===== src/rtl/ram_dp_clr_pkg.sv =====
// Shared types and defaults for the dual-read scratch RAM with hardware clear.
package ram_pkg;
  typedef enum logic {RAM_IDLE, RAM_CLEAR} ram_state_t;

  localparam int RAM_DEF_WIDTH = 8;
  localparam int RAM_DEF_DEPTH = 32;
endpackage


===== src/rtl/ram_dp_clr_clear_fsm.sv =====
// Clear sweep engine: walks a pointer over every location after reset or on request.
module ram_clear_fsm
  import ram_pkg::*;
#(
  parameter  int DEPTH  = RAM_DEF_DEPTH,
  localparam int ADDR_W = $clog2(DEPTH)
) (
  input  logic              clk,
  input  logic              rst_n,
  input  logic              clr_req,
  output logic              busy,
  output logic              clr_we,
  output logic [ADDR_W-1:0] clr_addr
);
  localparam logic [ADDR_W-1:0] LAST = ADDR_W'(DEPTH - 1);

  ram_state_t        state;
  logic [ADDR_W-1:0] clr_ptr;

  // A request arriving mid-sweep is ignored; only reset restarts the pointer.
  always_ff @(posedge clk) begin
    if (!rst_n) begin
      state   <= RAM_CLEAR;
      clr_ptr <= '0;
      busy    <= 1'b1;
    end else begin
      case (state)
        RAM_IDLE: begin
          if (clr_req) begin
            state   <= RAM_CLEAR;
            clr_ptr <= '0;
            busy    <= 1'b1;
          end
        end
        RAM_CLEAR: begin
          if (clr_ptr == LAST) begin
            state <= RAM_IDLE;
            busy  <= 1'b0;
          end else begin
            clr_ptr <= clr_ptr + 1'b1;
          end
        end
        default: begin
          state <= RAM_IDLE;
          busy  <= 1'b0;
        end
      endcase
    end
  end

  assign clr_we   = busy;
  assign clr_addr = clr_ptr;
endmodule


===== src/rtl/ram_dp_clr.sv =====
// Scratch RAM: one write/async-read port, one async-read port, hardware clear.
// Optional same-cycle write forwarding on both read ports when RAM_WR_FWD_EN is defined.
module ram_dp_clr
  import ram_pkg::*;
#(
  parameter  int WIDTH  = RAM_DEF_WIDTH,
  parameter  int DEPTH  = RAM_DEF_DEPTH,
  localparam int ADDR_W = $clog2(DEPTH)
) (
  input  logic              clk,
  input  logic              rst_n,
  input  logic              clr_req,
  input  logic              we,
  input  logic [ADDR_W-1:0] addr_a,
  input  logic [WIDTH-1:0]  data_in,
  output logic [WIDTH-1:0]  data_out_a,
  input  logic [ADDR_W-1:0] addr_b,
  output logic [WIDTH-1:0]  data_out_b,
  output logic              busy,
  output logic              wr_drop
);
  localparam logic [ADDR_W:0] DEPTH_W = (ADDR_W + 1)'(DEPTH);

  logic [WIDTH-1:0]  mem [DEPTH];
  logic              clr_we;
  logic [ADDR_W-1:0] clr_addr;
  logic              a_ok;
  logic              wr_ok;

  ram_clear_fsm #(.DEPTH(DEPTH)) u_clear_fsm (
    .clk      (clk),
    .rst_n    (rst_n),
    .clr_req  (clr_req),
    .busy     (busy),
    .clr_we   (clr_we),
    .clr_addr (clr_addr)
  );

  // A user write lands only in IDLE, outside a clear request, in range, and not on a reset edge.
  assign a_ok  = {1'b0, addr_a} < DEPTH_W;
  assign wr_ok = rst_n && we && !busy && !clr_req && a_ok;

  always_ff @(posedge clk) begin
    if (rst_n && clr_we) begin
      mem[clr_addr] <= '0;
    end else if (wr_ok) begin
      mem[addr_a] <= data_in;
    end
  end

  always_ff @(posedge clk) begin
    if (!rst_n) begin
      wr_drop <= 1'b0;
    end else begin
      wr_drop <= we && !wr_ok;
    end
  end

  logic [ADDR_W-1:0] rd_addr [2];
  logic [WIDTH-1:0]  rd_data [2];

  assign rd_addr[0] = addr_a;
  assign rd_addr[1] = addr_b;

  for (genvar gi = 0; gi < 2; gi++) begin : g_rd
    logic             in_range;
    logic [WIDTH-1:0] raw;

    assign in_range = {1'b0, rd_addr[gi]} < DEPTH_W;
`ifdef RAM_WR_FWD_EN
    logic fwd;
    assign fwd = wr_ok && (rd_addr[gi] == addr_a);
    assign raw = fwd ? data_in : mem[rd_addr[gi]];
`else
    assign raw = mem[rd_addr[gi]];
`endif
    // Masking during a sweep hides locations the pointer has not reached yet.
    assign rd_data[gi] = (busy || !in_range) ? '0 : raw;
  end

  assign data_out_a = rd_data[0];
  assign data_out_b = rd_data[1];
endmodule


===== config.mk =====
export PLATFORM = sky130hd
export DESIGN_NAME = ram_dp_clr
export DESIGN_NICKNAME = d
export VERILOG_FILES = /design/src/rtl/ram_dp_clr_pkg.sv /design/src/rtl/ram_dp_clr_clear_fsm.sv /design/src/rtl/ram_dp_clr.sv
export SDC_FILE = /design/constraint.sdc
export NUM_CORES = 1
export LEC_CHECK = 0
export CELL_PAD_IN_SITES_DETAIL_PLACEMENT = 1
export CELL_PAD_IN_SITES_GLOBAL_PLACEMENT = 2
export CORE_MARGIN = 5
export CORE_UTILIZATION = 27
export CTS_CLUSTER_DIAMETER = 150
export CTS_CLUSTER_SIZE = 24
export DETAILED_ROUTE_END_ITERATION = 12
export GPL_TIMING_DRIVEN = 1
export PLACE_DENSITY_LB_ADDON = 0.1
export SLEW_MARGIN = 20
export SYNTH_ARGS = -nofsm -noshare
export SYNTH_HDL_FRONTEND = slang
export SYNTH_SLANG_ARGS = --single-unit

===== constraint.sdc =====
create_clock -name clk -period 2.4 [get_ports clk]
set_input_delay 0.48 -clock clk [delete_from_list [all_inputs] [get_ports clk]]
set_output_delay 0.48 -clock clk [all_outputs]
set_load 0.01 [all_outputs]

# ---- Yosys cells after proc, flatten, opt, wreduce, memory -nomap -nowiden
# Memories as Yosys holds them, arrays and structs flattened.
# Cells that the tools add are included.
dict set report totals {
  ff_bits 8
  ramBits 256
  in_bits 22
  output_inout_bits 18
  word_cells 41
  memories 1
}
dict set report classes {
  add_sub_neg 1
  n_eq_ne 4
  n_mux 19
  bitwise 1
  reduce_logical 11
}
# memory words width rd rd_ports_with_merged_regs wr line
set memory_table {}
lappend memory_table {mem 32 8 2 0 1 ram_dp_clr.sv:24} ;# logic [WIDTH-1:0] mem [DEPTH];
# operator count
set op_table {}
lappend op_table {{8-bit 2-to-1 mux} 3}
lappend op_table {{5-bit 2-to-1 mux} 3}
lappend op_table {{1-bit 2-to-1 mux} 10}
lappend op_table {{5-bit one-hot mux with 2 select lines} 1}
lappend op_table {{8-bit OR reduction} 1}
lappend op_table {{2-bit inequality test (second input constant)} 3}
lappend op_table {{5-bit by 1-bit adder with 5-bit output (second input constant)} 1}
lappend op_table {{5-bit == test (second input constant)} 1}
lappend op_table {{1-bit logical AND} 5}
lappend op_table {{1-bit one-hot mux with 2 select lines} 2}
lappend op_table {{2-bit AND reduction} 2}
lappend op_table {{1-bit zero test} 3}
lappend op_table {{1-bit NOT} 1}

# ---- Longest topological paths before layout
# Gate-level depths: netlist of run 1.
dict set report logic_depth {
  ltp_word 8
  mapped_depth 8
  depth_no_buf 7
}

# ---- Cells and area by module
# Synthesis of run 1 repeated with hierarchy kept, for this count alone.
dict set report hier_totals {
  cells_unflattened 715
  hier_area_um2 12967.4
}
# mod instances cells_each area_per_inst_um2 seq_area_each_um2
set by_module_without_submodules {}
lappend by_module_without_submodules {ram_dp_clr 1 677 12608.3 7707.4}
lappend by_module_without_submodules {ram_clear_fsm 1 38 359.1 140.1}

# ---- Worst setup path after synthesis of run 1
# OpenSTA, ideal clock, no wires.
dict set report synth_timing {
  path_kind {in2reg}
  start {input port addr_a[0]}
  end {memory mem[13][0] in the netlist's numbering (enable)}
  setup_ns 0.370
  arrival_time_ns 1.894
  required_ns 2.030
  path_slack_ns 0.136
  path_stages 7
  n_path_buf 4
  path_cell_list {buf_6 buf_12 buf_6 mux2i_1 or2_2 buf_2 nor2_1}
}
dict set report synth_between {
  elab_chain_cells 1
}
# item line
set synth_rtl {}
lappend synth_rtl {{from (decl)} ram_dp_clr.sv:14} ;# input logic [ADDR_W-1:0] addr_a,
lappend synth_rtl {{5-bit 2-to-1 mux (no source line)} n/a}
lappend synth_rtl {{to (decl)} ram_dp_clr.sv:24}
# No other way between the ends.

==> metrics.cfg, run 1 <==
[logic_synthesis]
synth_cell_type_count = 41
ys_ff_latch = 264
synth_top_cell_area_share = 0.602
synth_edf_count = 256
syn_nets = 708
netlist_instances = 684
async_flop_share = 0
synth-seq-area-share = 0.615
yosys-top-cells-area = edfxtp_1 (60%), mux4_2 (17%), mux2i_1 (4.5%)
yosysTopAreaCell = edfxtp_1
yosysMostFrequentCell = edfxtp_1
ys.warnings.count = 0
synth_common_cells = edfxtp_1 (256), mux4_2 (98), mux2i_1 (58)
syn_avg_cell_area_um2 = 18.7
ys.flop_type = edfxtp_1
netlist_area_mm2 = 0.0128

[critical_path]
r2r_start = u_clear_fsm.busy
start_kind = flip-flop
rr_endpoint = mem[9][1]
required_ns = 1.92
cp_max_fo = 2
r2r_setup_slack_ns = 0.21
cp-end-kind = output pin
critPathArrivalTime_ns = 2.33
critical_path_class = reg -> out
rr_worst_depth = 6

[outcome]
status = complete, but fails checks
violations = negative setup slack

[route]
first_pass_iters = 4
drtAntennaViolNets = 0
drt-initial-drc-count = 465
num_vias = 7519
post_drt_wl_per_cell_um = 28.0
via_per_inst = 4.99
drt_wl_total_um = 42200
drcViolationCount = 0

[layout]
nNetsFinal = 920
multi_input_area_mm2 = 0.00484
drive_gt1_frac = 0.454
regArea_mm2 = 0.00785
area_growth_pct = 27.3
fill_cells = 4716

[die]
fp.dieW_um = 227
dieArea_mm2 = 0.0517
std_cell_rows = 79
io_pins = 40
coreArea_mm2 = 0.0467
initial_core_util = 0.274
die_h_um = 227

[clock_tree]
clock_path_buffers = 3
clock_latency_ns = 0.50
htreeDepth = 1
hold_buffers = 0
tritoncts = done
cts.sinks = 264
cts-root-buf = clkbuf_16
cts_made_buffers = 14
clkTransAtPathRegs_ns = 0.10

[pwr]
power_density_mw_per_mm2 = 527
p_leak_nw = 5.04
finalPower_mw = 8.57
ir_drop_v = 0.000313

[place]
numPortBuffers = 39
gp_routability_congestion = 0.755
post-dp-hpwl_um = 30300

[job]
drv_cap = 0

[global_route]
grt-ovfl-total = 0
antenna_found_initial = 0
grt_pass1_vias = 8439
grt_start_max_net_pins = 33
grt_first_pass_wirelength_um = 60800
grtUsageTotal = 0.164

[sta]
finalWorstSetupSlack_ns = -0.406
setup_viol = 16
fmax_ghz = 0.356
worst_pin_slew_ns = 0.644
fin_crit_sh = 1.17
slew_violations = 0
post-route-min-period_ns = 2.81
finalHoldViolations = 0
fin_setup_tns_ns = -4.46
slew_headroom = 0.570
fin_skew_ns = 0.0153
rsz0062_at_grt = true

[hold_path]
whs_path_depth = 2
hp-start = u_clear_fsm.clr_addr[0]
min_to = u_clear_fsm.clr_addr[0]
hold_path_class = reg -> reg

metrics by stage:
stage               worst slack, ns   util  instances  cell area, µm²  hold WS (ns)
floorplan                     0.136      -        684           12800         0.528
global route                 -0.477  0.348       1507           16200         0.648
finish                       -0.406  0.348       1508           16200         0.601
CTS                          -0.449  0.346       1507           16200         0.612
global placement              -1.01  0.328       1465           15300         0.596
detailed placement           -0.977  0.328       1465           15300         0.593
power by group:
group,total (mW),internal [mW],switching (mW)
clock,2.59,1.16,1.44
combinational,0.951,0.485,0.467
sequential,5.02,5.01,0.0168
total,8.57,6.65,1.92
worst max-delay path, cell delays in order (launching register included):
cell and delay, ns:
edfxtp_1 0.41, mux4_2 0.49, a22oi_2 0.18, buf_4 0.14, o211ai_1 0.22, and3_1 0.25
buf_2 0.14
worst max path at each step:
stage                from  cells past startpoint             to
3_3_place_gp    addr_a[4]                      6  data_out_a[2]
3_5_place_dp    addr_a[4]                      6  data_out_a[2]
5_1_grt        mem[30][4]                      6  data_out_b[4]
4_1_cts        mem[30][4]                      6  data_out_b[4]
6_report       mem[30][4]                      6  data_out_b[4]
2_1_floorplan   addr_a[0]                      7     mem[13][0]
placed cells by master, fill, tap and decap left out, types with 6 or more instances in the layout:
cell	n
a21oi_1	7
a221o_1	9
a22oi_1	7
a22oi_2	11
and2_1	10
buf_12	37
buf_2	11
buf_4	164
buf_6	14
clkbuf_16	15
clkdlybuf4s50_1	14
dfxtp_1	8
edfxtp_1	256
mux2i_1	41
mux2i_2	6
mux2i_4	11
mux4_1	9
mux4_2	108
nand2_1	28
nor2_1	36
nor2b_1	12
o211ai_1	7
cell type report:
| class | instances | area share |
|---|---|---|
| multi-input cells | 369 | 0.298 |
| clock buffers | 20 | 0.0243 |
| well taps | 607 | 0.0467 |
| inverters | 2 | 0.000462 |
| flip-flops and latches | 264 | 0.483 |
| repair buffers | 245 | 0.148 |
| diodes | 1 | 0.000154 |
state kept, by name, summed over array words and instances (netlist names):
| signal | flops |
|---|---|
| u_clear_fsm.clr_addr | 5 |
| u_clear_fsm.busy | 1 |
| u_clear_fsm.state | 1 |
| mem | 256 |
| wr_drop | 1 |
kinds of logic after synthesis:
logic type      after synthesis  share of synthesized area
compound gates               74                     0.0419
fa+ha+maj                     2                    0.00196
buf+inv                      51                     0.0317
mux                         184                      0.269
flops                       264                      0.615
simple gates                109                     0.0410
per-layer routing:
metal  share of wire  wire length [µm]  track usage
met1            0.45             19000        0.226
met2            0.49             20600        0.276
met3           0.038              1600       0.0211
met4           0.024              1020       0.0405
met5               0                 0            0
repair_timing:
| item | in CTS | in global routing |
|---|---|---|
| cloned | 1 | 0 |
| pin swaps | 29 | 11 |
| resized for setup | 153 | 21 |
| setup buffers | 24 | 1 |
| hold endpoints to repair | 0 | 0 |
| setup endpoints to repair | 40 | 81 |
Power figures use the tool's default switching activity.
==> run 2, diff against run 1 <==
--- a/config.mk
+++ b/config.mk
@@ -9,6 +9,7 @@
 export CELL_PAD_IN_SITES_GLOBAL_PLACEMENT = 2
 export CORE_MARGIN = 5
 export CORE_UTILIZATION = 27
+export CTS_BUF_LIST = sky130_fd_sc_hd__clkbuf_4 sky130_fd_sc_hd__clkbuf_8
 export CTS_CLUSTER_DIAMETER = 150
 export CTS_CLUSTER_SIZE = 24
 export DETAILED_ROUTE_END_ITERATION = 12
==> run 2 against run 1 <==
  * The run still ends with negative setup slack left
  * Via count grew 0.43%
  * Worst setup slack lost 0.072 ns
  * Sequential share of layout area up 0.69 points
  * Non-clock buffer count increased by 1
  * Count of clock-buffer cells in the layout unchanged
  * Largest power group unchanged
  * Total power shrank 6.9%
  * Global-route usage is essentially flat
  * Final cell count stayed put
  * Highest routed layer unchanged
==> metrics.cfg, run 2 (synthesized netlist as in run 1, its figures left out) <==
[die]
io_pins = 40
std_cell_rows = 79
initial_core_util = 0.274
die_h_um = 227
dieArea_mm2 = 0.0517
coreArea_mm2 = 0.0467
fp.dieW_um = 227

[route]
first_pass_iters = 5
drtAntennaViolNets = 0
via_per_inst = 5.01
drcViolationCount = 0
drt_wl_total_um = 42200
drt-initial-drc-count = 595
post_drt_wl_per_cell_um = 28.0
num_vias = 7551

[critical_path]
critPathMaxStageDelay_ns = 0.49
r2r_setup_slack_ns = 0.18
cp_max_fo = 2
start_kind = flip-flop
cp-end-kind = output pin
r2r_start = u_clear_fsm.busy
required_ns = 1.92
crit_chain = mux4_2 -> a22oi_2 -> buf_4 -> o211ai_1 -> and3_1 -> buf_2
critPathArrivalTime_ns = 2.40
rr_worst_depth = 7
critical-path-top-delay-family = multiplexers
rr_endpoint = mem[16][7]
crit_buf_inv = 2
critical_path_class = reg -> out
cp_slowest_cell = mux4_2

[global_route]
met2_usage = 0.278
grtUsageTotal = 0.164
grt-ovfl-total = 0
antenna_found_initial = 0
grt-busiest-layer = met2
met3_usage = 0.0182
grt_start_max_net_pins = 33
grt_pass1_vias = 8427
grt_first_pass_wirelength_um = 60900
grt_use_met1 = 0.227

[pwr]
clkPwrFrac = 0.253
power_density_mw_per_mm2 = 498
pwr-share-seq = 0.630
switching_share = 0.230
finalPower_mw = 7.98
p_int_mw = 6.14
ir_drop_v = 0.000287
combPwrFrac = 0.117
p_sw_mw = 1.84
p_leak_nw = 4.95

[sta]
setup_viol = 16
rsz0062_at_grt = true
fmax_ghz = 0.347
post-route-min-period_ns = 2.88
slew_headroom = 0.564
finalHoldViolations = 0
fin_skew_ns = 0.0234
worst_pin_slew_ns = 0.654
fin_setup_tns_ns = -5.58
fin_crit_sh = 1.20
finalWorstSetupSlack_ns = -0.478
slew_violations = 0

[clock_tree]
clock_latency_ns = 0.55
cts.sinks = 264
cts-root-buf = clkbuf_8
tritoncts = done
clock_path_buffers = 3
cts_made_buffers = 14
htreeDepth = 1
hold_buffers = 0
clkTransAtPathRegs_ns = 0.15

[layout]
top_register = mem
layout_common_cells = edfxtp_1 (256), buf_4 (168), mux4_2 (107), mux2i_1 (42)
area_growth_pct = 25.5
drive_gt1_frac = 0.458
nNetsFinal = 921
layout_commonest_cell = edfxtp_1
fin_area_mm2 = 0.0160
fill_cells = 4731
diodes = 0
largest_register_ffs = 256

[hold_path]
whs_path_depth = 3
hold_path_class = in -> reg
min_to = u_clear_fsm.busy
hp-start = rst_n

[place]
post-dp-hpwl_um = 30300
numPortBuffers = 39
dpl_cell_area_mm2 = 0.0153
gp_routability_congestion = 0.755

[outcome]
violations = negative setup slack
status = complete, but fails checks

[job]
drv_cap = 0

-- run 2: worst reg2reg max path: cells and delay by family (launching register included) --
family	cells	cell delay (ns)
multiplexers	1	0.33
flip-flops	1	0.37
AND/OR/NAND/NOR	3	0.70
buffers and inverters	3	0.52
-- run 2: power by group through the flow --
| stage | Clock (mW) | Combinational [mW] | Sequential, mW |
|---|---|---|---|
| after floorplan | 0 | 0.447 | 5.12 |
| after global placement | 0 | 0.842 | 5.13 |
| after detailed placement | 0 | 0.849 | 5.13 |
| after CTS | 2.14 | 0.930 | 5.03 |
| after global routing | 2.31 | 0.985 | 5.03 |
| final | 2.02 | 0.933 | 5.03 |
-- run 2: stage by stage --
| stage | cells | hold slack, ns | util | setup slack, ns |
|---|---|---|---|---|
| 2_1_floorplan | 684 | 0.528 | - | 0.136 |
| 3_3_place_gp | 1465 | 0.596 | 0.328 | -1.01 |
| 3_5_place_dp | 1465 | 0.593 | 0.328 | -0.977 |
| 4_1_cts | 1507 | 0.546 | 0.341 | -0.526 |
| 5_1_grt | 1508 | 0.585 | 0.343 | -0.555 |
| 6_report | 1508 | 0.602 | 0.343 | -0.478 |
-- run 2: worst max path at each step --
stage | slack (ns) | end | startpoint | depth (start not counted)
final | -0.48 | data_out_b[4] | mem[30][4] | 6
after CTS | -0.53 | data_out_b[4] | mem[30][4] | 6
after floorplan | 0.14 | mem[13][0] | addr_a[0] | 7
after detailed placement | -0.98 | data_out_a[2] | addr_a[4] | 6
after global placement | -1.01 | data_out_a[2] | addr_a[4] | 6
after global routing | -0.55 | data_out_b[4] | mem[30][4] | 6
-- run 2: final cells by class --
cell class / count / area (µm²) / area share
flip-flops and latches: 264 / 7850 / 0.490
inverters: 2 / 7.51 / 0.000469
repair buffers: 246 / 2360 / 0.147
multi-input cells: 369 / 4810 / 0.300
clock buffers: 20 / 244 / 0.0152
well taps: 607 / 759 / 0.0474
-- run 2: layer usage --
metal / up-vias / routed length, µm
li1: 3306 / -
met3: 34 / 1230
met4: 0 / 1020
met5: - / 0
met2: 140 / 20600
met1: 4071 / 19300
-- run 2: timing repair --
action	CTS	global route
pin swaps	26	10
setup buffers	25	1
endpoints found under the setup margin	41	64
resized for setup	136	18
==> run 3, diff against run 2 <==
--- a/config.mk
+++ b/config.mk
@@ -9,12 +9,11 @@
 export CELL_PAD_IN_SITES_GLOBAL_PLACEMENT = 2
 export CORE_MARGIN = 5
 export CORE_UTILIZATION = 27
-export CTS_BUF_LIST = sky130_fd_sc_hd__clkbuf_4 sky130_fd_sc_hd__clkbuf_8
 export CTS_CLUSTER_DIAMETER = 150
 export CTS_CLUSTER_SIZE = 24
 export DETAILED_ROUTE_END_ITERATION = 12
 export GPL_TIMING_DRIVEN = 1
-export PLACE_DENSITY_LB_ADDON = 0.1
+export PLACE_DENSITY = 0.6
 export SLEW_MARGIN = 20
 export SYNTH_ARGS = -nofsm -noshare
 export SYNTH_HDL_FRONTEND = slang
==> run 3 against run 2 <==
  * First-iteration DRC count grew 5.0%
  * Total power increased by 7.7%
  * Global-route usage shrank 1.1 points
  * Highest routed layer unchanged
  * The flow still finishes with violations (negative setup slack)
  * Final cell count shrank 0.60%
  * Largest cell class unchanged
  * Critical path depth is the same
  * Worst setup slack gained 0.062 ns
  * Sequential power is essentially flat
  * Cell area fell by 0.67%
  * Clock skew is 0.0099 ns lower
  * Maximum frequency is 2.2% higher
==> metrics.cfg, run 3 (synthesized netlist as in run 1, its figures left out) <==
[critical_path]
crit_buf_inv = 2
critPathMaxStageDelay_ns = 0.49
crit_start = mem[22][6]
critPathCapture = data_out_b[6]
cp-end-kind = output pin
critical-path-top-delay-family = multiplexers
critical_path_class = reg -> out
cp_num_cells = 6
required_ns = 1.92
rr_endpoint = mem[29][7]
cp_max_fo = 2
r2r_setup_slack_ns = 0.18
cp_slowest_cell = mux4_2
start_kind = flip-flop
critPathArrivalTime_ns = 2.34
r2r_start = u_clear_fsm.busy
rr_worst_depth = 7
crit_chain = mux4_2 -> mux2i_2 -> buf_4 -> o211ai_1 -> and3_1 -> buf_2

[route]
first_pass_iters = 5
post_drt_wl_per_cell_um = 26.4
drt-initial-drc-count = 625
drcViolationCount = 0
via_per_inst = 5.03
drtAntennaViolNets = 0
num_vias = 7547
drt_wl_total_um = 39600

[place]
gp_routability_congestion = 0.793
dpl_cell_area_mm2 = 0.0150
numPortBuffers = 39
post-dp-hpwl_um = 28100

[sta]
fmax_ghz = 0.355
post-route-min-period_ns = 2.82
fin_skew_ns = 0.0134
slew_headroom = 0.571
slew_violations = 0
finalWorstSetupSlack_ns = -0.416
worst_pin_slew_ns = 0.642
fin_crit_sh = 1.17
rsz0062_at_grt = true
setup_viol = 16
finalHoldViolations = 0
fin_setup_tns_ns = -3.98

[pwr]
power_density_mw_per_mm2 = 540
ir_drop_v = 0.000340
p_leak_nw = 4.97
finalPower_mw = 8.59

[die]
dieArea_mm2 = 0.0517
coreArea_mm2 = 0.0467
std_cell_rows = 79
fp.dieW_um = 227
die_h_um = 227
io_pins = 40
initial_core_util = 0.274

[global_route]
grt_pass1_vias = 7988
grtUsageTotal = 0.152
grt_first_pass_wirelength_um = 57900
grt_start_max_net_pins = 33
antenna_found_initial = 0
grt-ovfl-total = 0

[layout]
largest_register_ffs = 256
fill_cells = 4786
nNetsFinal = 908
layout_commonest_cell = edfxtp_1
layout_common_cells = edfxtp_1 (256), buf_4 (153), mux4_2 (113), mux2i_1 (47), nor2_1 (37)
regArea_mm2 = 0.00785
area_growth_pct = 24.7
drive_gt1_frac = 0.445
fin_area_mm2 = 0.0159
top_register = mem
diodes = 0
multi_input_area_mm2 = 0.00470

[clock_tree]
clkTransAtPathRegs_ns = 0.10
tritoncts = done
cts.sinks = 264
clock_path_buffers = 3
cts-root-buf = clkbuf_16
clock_latency_ns = 0.50
htreeDepth = 1
cts_made_buffers = 14

[hold_path]
hold_path_class = reg -> reg

[job]
drv_cap = 0

[outcome]
status = complete, but fails checks
violations = negative setup slack

## run 3: power breakdown
part / total (mW) / switching [mW] / internal, mW / leakage (nW)
Combinational: 0.899 / 0.434 / 0.465 / 2.71
Clock: 2.66 / 1.48 / 1.18 / 0.195
Sequential: 5.02 / 0.0177 / 5.01 / 2.07
Total: 8.59 / 1.93 / 6.65 / 4.97
## run 3: how the worst min path moves through the flow
stage                              end  cells after the start  slack [ns]                     from
3_3_place_gp   u_clear_fsm.clr_addr[0]                      2        0.57  u_clear_fsm.clr_addr[0]
5_1_grt        u_clear_fsm.clr_addr[0]                      2        0.65  u_clear_fsm.clr_addr[0]
4_1_cts        u_clear_fsm.clr_addr[0]                      2        0.61  u_clear_fsm.clr_addr[0]
2_1_floorplan  u_clear_fsm.clr_addr[2]                      2        0.53  u_clear_fsm.clr_addr[2]
6_report       u_clear_fsm.clr_addr[0]                      2        0.60  u_clear_fsm.clr_addr[0]
3_5_place_dp   u_clear_fsm.clr_addr[0]                      2        0.59  u_clear_fsm.clr_addr[0]
## run 3: layout make-up
type / instances / area share
timing repair buffer: 233 / 0.138
sequential: 264 / 0.493
tap: 607 / 0.0477
inverter: 2 / 0.000472
multi-input combinational: 369 / 0.295
clock buffer: 24 / 0.0257
## run 3: metrics by stage
step	cells	utilization	setup slack (ns)	hold WS, ns
floorplan	684	-	0.136	0.528
global placement	1452	0.322	-0.894	0.574
detailed placement	1452	0.322	-0.923	0.590
CTS	1496	0.339	-0.454	0.612
global route	1499	0.341	-0.522	0.653
finish	1499	0.341	-0.416	0.601
## run 3: routing by layer
layer | GRT usage | wire, µm | part of all wire | vias up
li1 | - | - | - | 3277
met2 | 0.248 | 18700 | 0.47 | 205
met3 | 0.0193 | 2000 | 0.050 | 27
met1 | 0.224 | 18300 | 0.46 | 4038
met4 | 0.0249 | 554 | 0.014 | 0
met5 | 0 | 0 | 0 | -
## run 3: timing repair
item                       in CTS  in global routing
hold buffers                    0                  0
pin swaps                      26                 13
resized for setup             141                 27
setup endpoints to repair      40                 16
buffers inserted               19                  6
cloned                          4                  0
## run 3: worst min-delay path: stages (launching register included)
cell,delay (ns)
dfxtp_1,0.36
mux2i_1,0.15
nor2b_1,0.05
